[config.mk]
export PLATFORM = sky130hd
export DESIGN_NAME = mem_port_arbiter
export DESIGN_NICKNAME = d
export VERILOG_FILES = /design/src/rtl/mem_port_arbiter_pkg.sv /design/src/rtl/mem_port_arbiter.sv
export SDC_FILE = /design/constraint.sdc
export NUM_CORES = 1
export LEC_CHECK = 0
export ABC_CLOCK_PERIOD_IN_PS = 1900
export BUFFER_PORTS_ARGS = -buffer_cell sky130_fd_sc_hd__buf_2
export CAP_MARGIN = 20
export CELL_PAD_IN_SITES_DETAIL_PLACEMENT = 1
export CELL_PAD_IN_SITES_GLOBAL_PLACEMENT = 2
export CORE_ASPECT_RATIO = 0.8
export CORE_MARGIN = 3
export CORE_UTILIZATION = 22
export CTS_CLUSTER_DIAMETER = 150
export DETAILED_ROUTE_END_ITERATION = 12
export PLACE_DENSITY_LB_ADDON = 0.1
export SYNTH_ARGS = -nofsm -noshare
export SYNTH_HDL_FRONTEND = slang
export SYNTH_SLANG_ARGS = --single-unit
[constraint.sdc]
create_clock -name clk -period 1.9 [get_ports clk]
set_input_delay 0.38 -clock clk [delete_from_list [all_inputs] [get_ports clk]]
set_output_delay 0.38 -clock clk [all_outputs]
set_load 0.005 [all_outputs]
[src/rtl/mem_port_arbiter_pkg.sv]
// Shared definitions for the instruction/data memory port arbiter:
// FSM state encoding, access size codes, grant identifiers and width defaults.
package mem_port_arbiter_pkg;

    localparam int ADDR_W_DEFAULT = 32;
    localparam int DATA_W_DEFAULT = 32;

    typedef enum logic [2:0] {
        ST_IDLE   = 3'd0,
        ST_I_ADDR = 3'd1,
        ST_I_DATA = 3'd2,
        ST_D_ADDR = 3'd3,
        ST_D_DATA = 3'd4
    } state_t;

    typedef enum logic [1:0] {
        SIZE_BYTE = 2'b00,
        SIZE_HALF = 2'b01,
        SIZE_WORD = 2'b10
    } size_t;

    typedef enum logic {
        GRANT_INST = 1'b0,
        GRANT_DATA = 1'b1
    } grant_t;

endpackage

[src/rtl/mem_port_arbiter.sv]
// Arbiter sharing one request/response memory port between the instruction
// fetch side and the load/store side. One transaction is in flight at a time:
// grant (fields latched), address phase until m_addr_ok, data phase until
// m_data_ok. Fetches may be flushed; a flushed fetch still finishes on the bus
// but its completion is hidden from the fetch side.
module mem_port_arbiter
    import mem_port_arbiter_pkg::*;
#(
    parameter int ADDR_W = ADDR_W_DEFAULT,
    parameter int DATA_W = DATA_W_DEFAULT
) (
    input  logic              clk,
    input  logic              resetn,

    input  logic              inst_req,
    input  logic [ADDR_W-1:0] inst_addr,
    input  logic              inst_cancel,
    output logic [DATA_W-1:0] inst_rdata,
    output logic              inst_done,
    output logic              inst_stall,

    input  logic              data_req,
    input  logic              data_wr,
    input  logic [1:0]        data_size,
    input  logic [ADDR_W-1:0] data_addr,
    input  logic [DATA_W-1:0] data_wdata,
    output logic [DATA_W-1:0] data_rdata,
    output logic              data_done,
    output logic              data_stall,

    output logic              m_req,
    output logic              m_wr,
    output logic [1:0]        m_size,
    output logic [ADDR_W-1:0] m_addr,
    output logic [DATA_W-1:0] m_wdata,
    input  logic              m_addr_ok,
    input  logic              m_data_ok,
    input  logic [DATA_W-1:0] m_rdata
);

    state_t            state, state_next;
    grant_t            last_grant, last_grant_next;
    logic              discard, discard_next;
    logic              lat_wr, lat_wr_next;
    logic [1:0]        lat_size, lat_size_next;
    logic [ADDR_W-1:0] lat_addr, lat_addr_next;
    logic [DATA_W-1:0] lat_wdata, lat_wdata_next;
    logic              inst_eligible;
    logic              data_wins;

    // A fetch being flushed this cycle must never be granted; data wins a tie
    // unless the previous completed transaction was already a data access.
    assign inst_eligible = inst_req & ~inst_cancel;
    assign data_wins     = data_req & (~inst_eligible | (last_grant == GRANT_INST));

    // State, arbitration history, flush flag and latched request fields.
    always_ff @(posedge clk or negedge resetn) begin
        if (!resetn) begin
            state      <= ST_IDLE;
            last_grant <= GRANT_INST;
            discard    <= 1'b0;
            lat_wr     <= 1'b0;
            lat_size   <= 2'b00;
            lat_addr   <= '0;
            lat_wdata  <= '0;
        end else begin
            state      <= state_next;
            last_grant <= last_grant_next;
            discard    <= discard_next;
            lat_wr     <= lat_wr_next;
            lat_size   <= lat_size_next;
            lat_addr   <= lat_addr_next;
            lat_wdata  <= lat_wdata_next;
        end
    end

    // Next-state, grant/latch decisions and the completion pulses.
    always_comb begin
        state_next      = state;
        last_grant_next = last_grant;
        discard_next    = discard;
        lat_wr_next     = lat_wr;
        lat_size_next   = lat_size;
        lat_addr_next   = lat_addr;
        lat_wdata_next  = lat_wdata;
        inst_done       = 1'b0;
        data_done       = 1'b0;

        case (state)
            ST_IDLE: begin
                discard_next = 1'b0;
                if (data_wins) begin
                    state_next     = ST_D_ADDR;
                    lat_wr_next    = data_wr;
                    lat_size_next  = data_size;
                    lat_addr_next  = data_addr;
                    lat_wdata_next = data_wdata;
                end else if (inst_eligible) begin
                    state_next     = ST_I_ADDR;
                    lat_wr_next    = 1'b0;
                    lat_size_next  = SIZE_WORD;
                    lat_addr_next  = inst_addr;
                    lat_wdata_next = '0;
                end
            end
            ST_I_ADDR: begin
                if (inst_cancel) begin
                    discard_next = 1'b1;
                end
                if (m_addr_ok) begin
                    state_next = ST_I_DATA;
                end
            end
            ST_I_DATA: begin
                if (m_data_ok) begin
                    inst_done       = ~(discard | inst_cancel);
                    state_next      = ST_IDLE;
                    discard_next    = 1'b0;
                    last_grant_next = GRANT_INST;
                end else if (inst_cancel) begin
                    discard_next = 1'b1;
                end
            end
            ST_D_ADDR: begin
                if (m_addr_ok) begin
                    state_next = ST_D_DATA;
                end
            end
            ST_D_DATA: begin
                if (m_data_ok) begin
                    data_done       = 1'b1;
                    state_next      = ST_IDLE;
                    last_grant_next = GRANT_DATA;
                end
            end
            default: begin
                state_next = ST_IDLE;
            end
        endcase
    end

    assign m_req   = (state == ST_I_ADDR) | (state == ST_D_ADDR);
    assign m_wr    = lat_wr;
    assign m_size  = lat_size;
    assign m_addr  = lat_addr;
    assign m_wdata = lat_wdata;

    assign inst_rdata = m_rdata;
    assign data_rdata = m_rdata;

    // Stalls are held low while reset is asserted so the pipeline is released.
    assign inst_stall = resetn & inst_req & ~inst_done & ~inst_cancel;
    assign data_stall = resetn & data_req & ~data_done;

endmodule
### Word level (Yosys, flattened, before mapping)

Cells that the tools add are included.
W data, S select, Z words.

| word-level totals | value |
|---|---|
| register bits after elaboration | 72 |
| latch bits | 0 |
| memory bits (writable) | 0 |
| ROM bits | 0 |
| input port bits | 138 |
| output and inout port bits | 136 |
| memories | 0 |

| cells by class | value |
|---|---|
| add/subtract/negate cells | 0 |
| multipliers | 0 |
| div/mod/pow operators | 0 |
| $lt $le $gt $ge | 0 |
| equal/unequal tests | 10 |
| shift operators | 0 |
| multiplexer cells | 24 |
| bitwise gates (word level) | 16 |
| reductions and logical operators | 8 |

Operators by type and width:

| operator | count |
|---|---|
| $mux W32 | 4 |
| $mux W3 | 5 |
| $pmux W3 S4 | 1 |
| $mux W1 | 10 |
| $ne A2 B2 Y1 const B | 4 |
| $and A1 B1 Y1 | 7 |
| $eq A3 B2 Y1 const B | 2 |
| $not A1 Y1 | 6 |
| $mux W2 | 2 |
| $reduce_and A4 Y1 | 1 |
| $reduce_bool A2 Y1 | 2 |
| $eq A3 B1 Y1 const B | 1 |
| $eq A3 B3 Y1 const B | 1 |
| $logic_not A3 Y1 | 1 |
| $ne A3 B3 Y1 const B | 1 |
| $or A1 B1 Y1 | 3 |
| $pmux W1 S3 | 1 |
| $reduce_and A3 Y1 | 1 |
| $reduce_bool A3 Y1 | 1 |
| $ne A2 B1 Y1 const B | 1 |
| $pmux W1 S2 | 1 |
| $reduce_and A2 Y1 | 1 |
| $reduce_or A2 Y1 | 1 |

### Longest topological paths before layout

| logic depth | value |
|---|---|
| word-level depth | 7 |
| gate-level depth with buffers | 7 |
| gate-level depth less buffers | 3 |

### Worst setup path before layout

No wires, ideal clock.

| timing path | value |
|---|---|
| path kind | register to register |
| start | register state[2] |
| end | register lat_size[0], in the netlist m_size[0] |
| setup time | 121 ps |
| arrival | 1565 ps |
| setup slack | 214 ps |
| cell stages (with the launch flop) | 7 |
| buffers on the path | 3 |
| period minus slack after synthesis | 1686 ps |
| cells stage by stage | dfrtp_1 -> buf_6 -> or3_1 -> buf_2 -> a21o_4 -> buf_2 -> a22o_1 |

| between the ends | value |
|---|---|
| cells in the longest elaborated chain, start to end | 2 |

RTL lines:

| element | line | text |
|---|---|---|
| start: declaration | mem_port_arbiter.sv:41 | `state_t state, state_next;` |
| start signal: assignment | mem_port_arbiter.sv:67 | `state <= state_next;` |
| $logic_not A3 Y1 | mem_port_arbiter.sv:89 | `case (state)` |
| $reduce_and A2 Y1 (no line) | -- |  |
| end signal: assignment | mem_port_arbiter.sv:71 | `lat_size <= lat_size_next;` |
| end: declaration | mem_port_arbiter.sv:45 | `logic [1:0] lat_size, lat_size_next;` |

No other way between the ends.
A chain may end at the register's enable or synchronous reset.

### Worst setup path in the final report

| timing path | value |
|---|---|
| start | register state[0] |
| end | output inst_stall |

| between the ends | value |
|---|---|
| cells in the longest elaborated chain, start to end | 5 |

RTL lines:

| element | line | text |
|---|---|---|
| $eq A3 B2 Y1 | mem_port_arbiter.sv:89 |  |
| $mux W1 | mem_port_arbiter.sv:89 |  |
| $not A1 Y1 | mem_port_arbiter.sv:152 | `assign inst_stall = resetn & inst_req & ~inst_done & ~inst_cancel;` |
| $and A1 B1 Y1 (2 in a row) | mem_port_arbiter.sv:152 |  |
| end: declaration | mem_port_arbiter.sv:20 | `output logic inst_stall,` |

No other way between the ends.

==> results.yml <==
run_status:
  run_status: "complete, no violations"
run:
  maxCapViolCount: 0
setup_path:
  critical-path-max-stage-delay_ns: 0.45
  crit_required_ns: 1.52
  crit_path_cell_trace: "nand3b_1, nor4_2, buf_4, nor3b_2, buf_2"
  cp.arrival_ns: 1.48
  critical_path_buf_inv_count: 2
  cp-end-kind: "output pin"
  slowest_stage: "dfrtp_2"
  crit_fanout: 8
  crit_cells: 5
  critPathKind: "flop to output pin"
  critPathTopFamily: "flip-flops"
  ff2ff_path_depth: 3
  cp-start-kind: "flop"
die:
  coreArea_sq_um: 17500
  initial_core_util_pct: 22.7
  die_width_um: 156
  die_area_sq_um: 19700
  io_pins: 274
  fp-row-count: 43
  die_h_um: 126
clock_network:
  cts_root_buffer: "clkbuf_16"
  cts_tree: "built"
  clock_latency_ns: 0.34
  ctsHtreeMaxLevel: 3
  cts.sink_count: 72
  cts_buffers: 9
  cts_buffer_depth: 2
  cts.clk_slew.worst_paths_ns: 0.06
timing:
  setup_viol: 0
  fin_ws_ns: 0.0388
  tns_ns: 0
  tightest_slew_ns: 0.796
  slew_viol_final: 0
  fmax_mhz: 537
  finalHoldViolations: 0
  slew_headroom_pct: 46.9
  finalClockSkew_ns: 0.00822
  fin_crit_sh_pct: 98.0
  min_period_ns: 1.86
  grt_setup_unrepaired: "true"
place:
  routabilityCongestion: 0.693
  io_buffers: 177
  post_dp_cell_area_sq_um: 4660
  pre_cts_slack_ns: 0.0727
  dp_hpwl_um: 9950
yosys:
  yosys.area.top_type_share_pct: 45.3
  syn_avg_cell_area_sq_um: 9.91
  synth_ff_type: "dfrtp_1"
  synthMostInstantiatedCell: "dfrtp_1"
  ys_seq_area_share_pct: 45.3
  syn_inst: 401
  synthArstFlopShare_pct: 100
  yosysTopAreaCell: "dfrtp_1"
  yosys-top-cells-count: "dfrtp_1 (72), buf_4 (64), inv_1 (36), a22o_1 (34), o21ai_0 (33)"
  ys_warn_count: 0
  synth_edf_count: 0
  synth_area_leaders: "dfrtp_1 (45%), buf_4 (12%), a22o_1 (7.5%)"
  synth_seq_cells: 72
  synth_area_sq_um: 3970
  synth.distinct_cells: 31
  syn_nets: 539
cells_and_area:
  fin_util_pct: 28.6
  fin_area_sq_um: 5020
  drive_gt1_share_pct: 42.9
  antenna_cells: 0
  fillers: 2039
  nNetsFinal: 647
  syn_to_final_growth_pct: 26.2
drt:
  vias: 3398
  avgRoutedWirePerCell_um: 19.0
  ant_nets: 0
  firstDrtPassIters: 4
  viasPerCell: 4.60
  finalWirelength_um: 14000
  remaining_drc_errors: 0
  drt_iter0_markers: 145
global_route:
  grt_max_degree: 69
  antenna_found_initial: 1
  grt_pass1_vias: 3653
  gr-total-overflow: 0
  grt_first_pass_wirelength_um: 21300
  grt.total_usage_pct: 13.9
pwr:
  peakVddDrop_v: 0.000612
  p_leak_nw: 2.49
  power_density_nw_per_um2: 1460
min_path:
  holdPathStages: 2
  hold_path_class: "input port to flop"
==> stage by stage <==
step | hold WS, ns | cells | total power [mW]
finish | 0.261 | 738 | 7.35
global route | 0.250 | 738 | 7.92
CTS | 0.242 | 737 | 7.49
detailed placement | 0.243 | 721 | 5.56
global placement | 0.245 | 721 | 5.51
floorplan | 0.0844 | 401 | 4.33
==> final timing paths <==
path / start / slack [ns] / end
worst max-delay path: state[0] / 0.04 / inst_stall
worst min-delay path: data_wdata[25] / 0.26 / m_wdata[25]
worst max register to register: state[0] / 0.09 / m_wdata[1]
worst min register to register: m_wdata[23] / 0.50 / m_wdata[23]
max in group asynchronous: resetn / 0.87 / state[0]
min in group asynchronous: resetn / 0.45 / m_size[1]
==> cell families (layout without fill, tap and decap cells) <==
logic type                Yosys count  after routing  synth area share [%]
buffers and inverters             137            249                  20.0
and+or+nand+nor                    51             51                  8.03
AOI/OAI and AO/OA                 140            140                  26.4
xor gates and xnor gates            1              1                 0.220
DFF                                72             72                  45.3
==> metal layers <==
layer / up-vias / global-route usage, % / share of wire (%)
met5: - / 0 / 0.093
met4: 2 / 3.91 / 1.2
met3: 24 / 4.40 / 6.6
met2: 118 / 20.8 / 45
met1: 1673 / 19.3 / 47
li1: 1581 / - / -
==> layout by cell type (no fill, tap or decap), types with 2 or more instances in the layout <==
cell and count:
nor2_1 2, o21ai_0 33, buf_12 2, a21oi_1 4
bufinv_16 2, dfrtp_1 71, a22o_1 34, clkbuf_16 9
a22oi_1 32, buf_4 17, nand3b_1 2, a221oi_1 32
inv_1 35, buf_2 176, buf_6 2, and2_1 32
nand2_1 3
==> power by group <==
| group | total, mW | internal, mW | switching, mW |
|---|---|---|---|
| Combinational | 2.83 | 1.40 | 1.43 |
| Clock | 1.85 | 1.18 | 0.675 |
| Sequential | 2.66 | 2.25 | 0.412 |
==> sequential cells by signal, summed over array words and instances, names as in the netlist <==
| register | count |
|---|---|
| state | 3 |
| m_wr | 1 |
| m_size | 2 |
| discard | 1 |
| m_wdata | 32 |
| m_addr | 32 |
| last_grant | 1 |
==> layout make-up <==
cell class                 instances  area, sq um  area share, %
sequential                        72         1800           35.9
inverter                          36          135           2.69
timing repair buffer             198         1080           21.6
tap                              225          282           5.61
clock inverter                     5         81.3           1.62
clock buffer                      10          239           4.76
multi-input combinational        192         1400           27.8
==> worst register-to-register path: cells and delay by family (launching register included) <==
| family | cells | cell delay, ns |
|---|---|---|
| AO/OA/AOI/OAI | 2 | 0.83 |
| flip-flops | 1 | 0.45 |
| AND/OR/NAND/NOR | 1 | 0.42 |
==> repair_timing <==
| action | in CTS | in global routing |
|---|---|---|
| buffers inserted | 0 | 1 |
| endpoints found under the hold margin | 9 | 0 |
| hold buffers | 1 | 0 |
| endpoints found under the setup margin | 1 | 4 |
| gates resized for setup | 2 | 4 |
No activity file was read; power rests on OpenSTA's default activity.
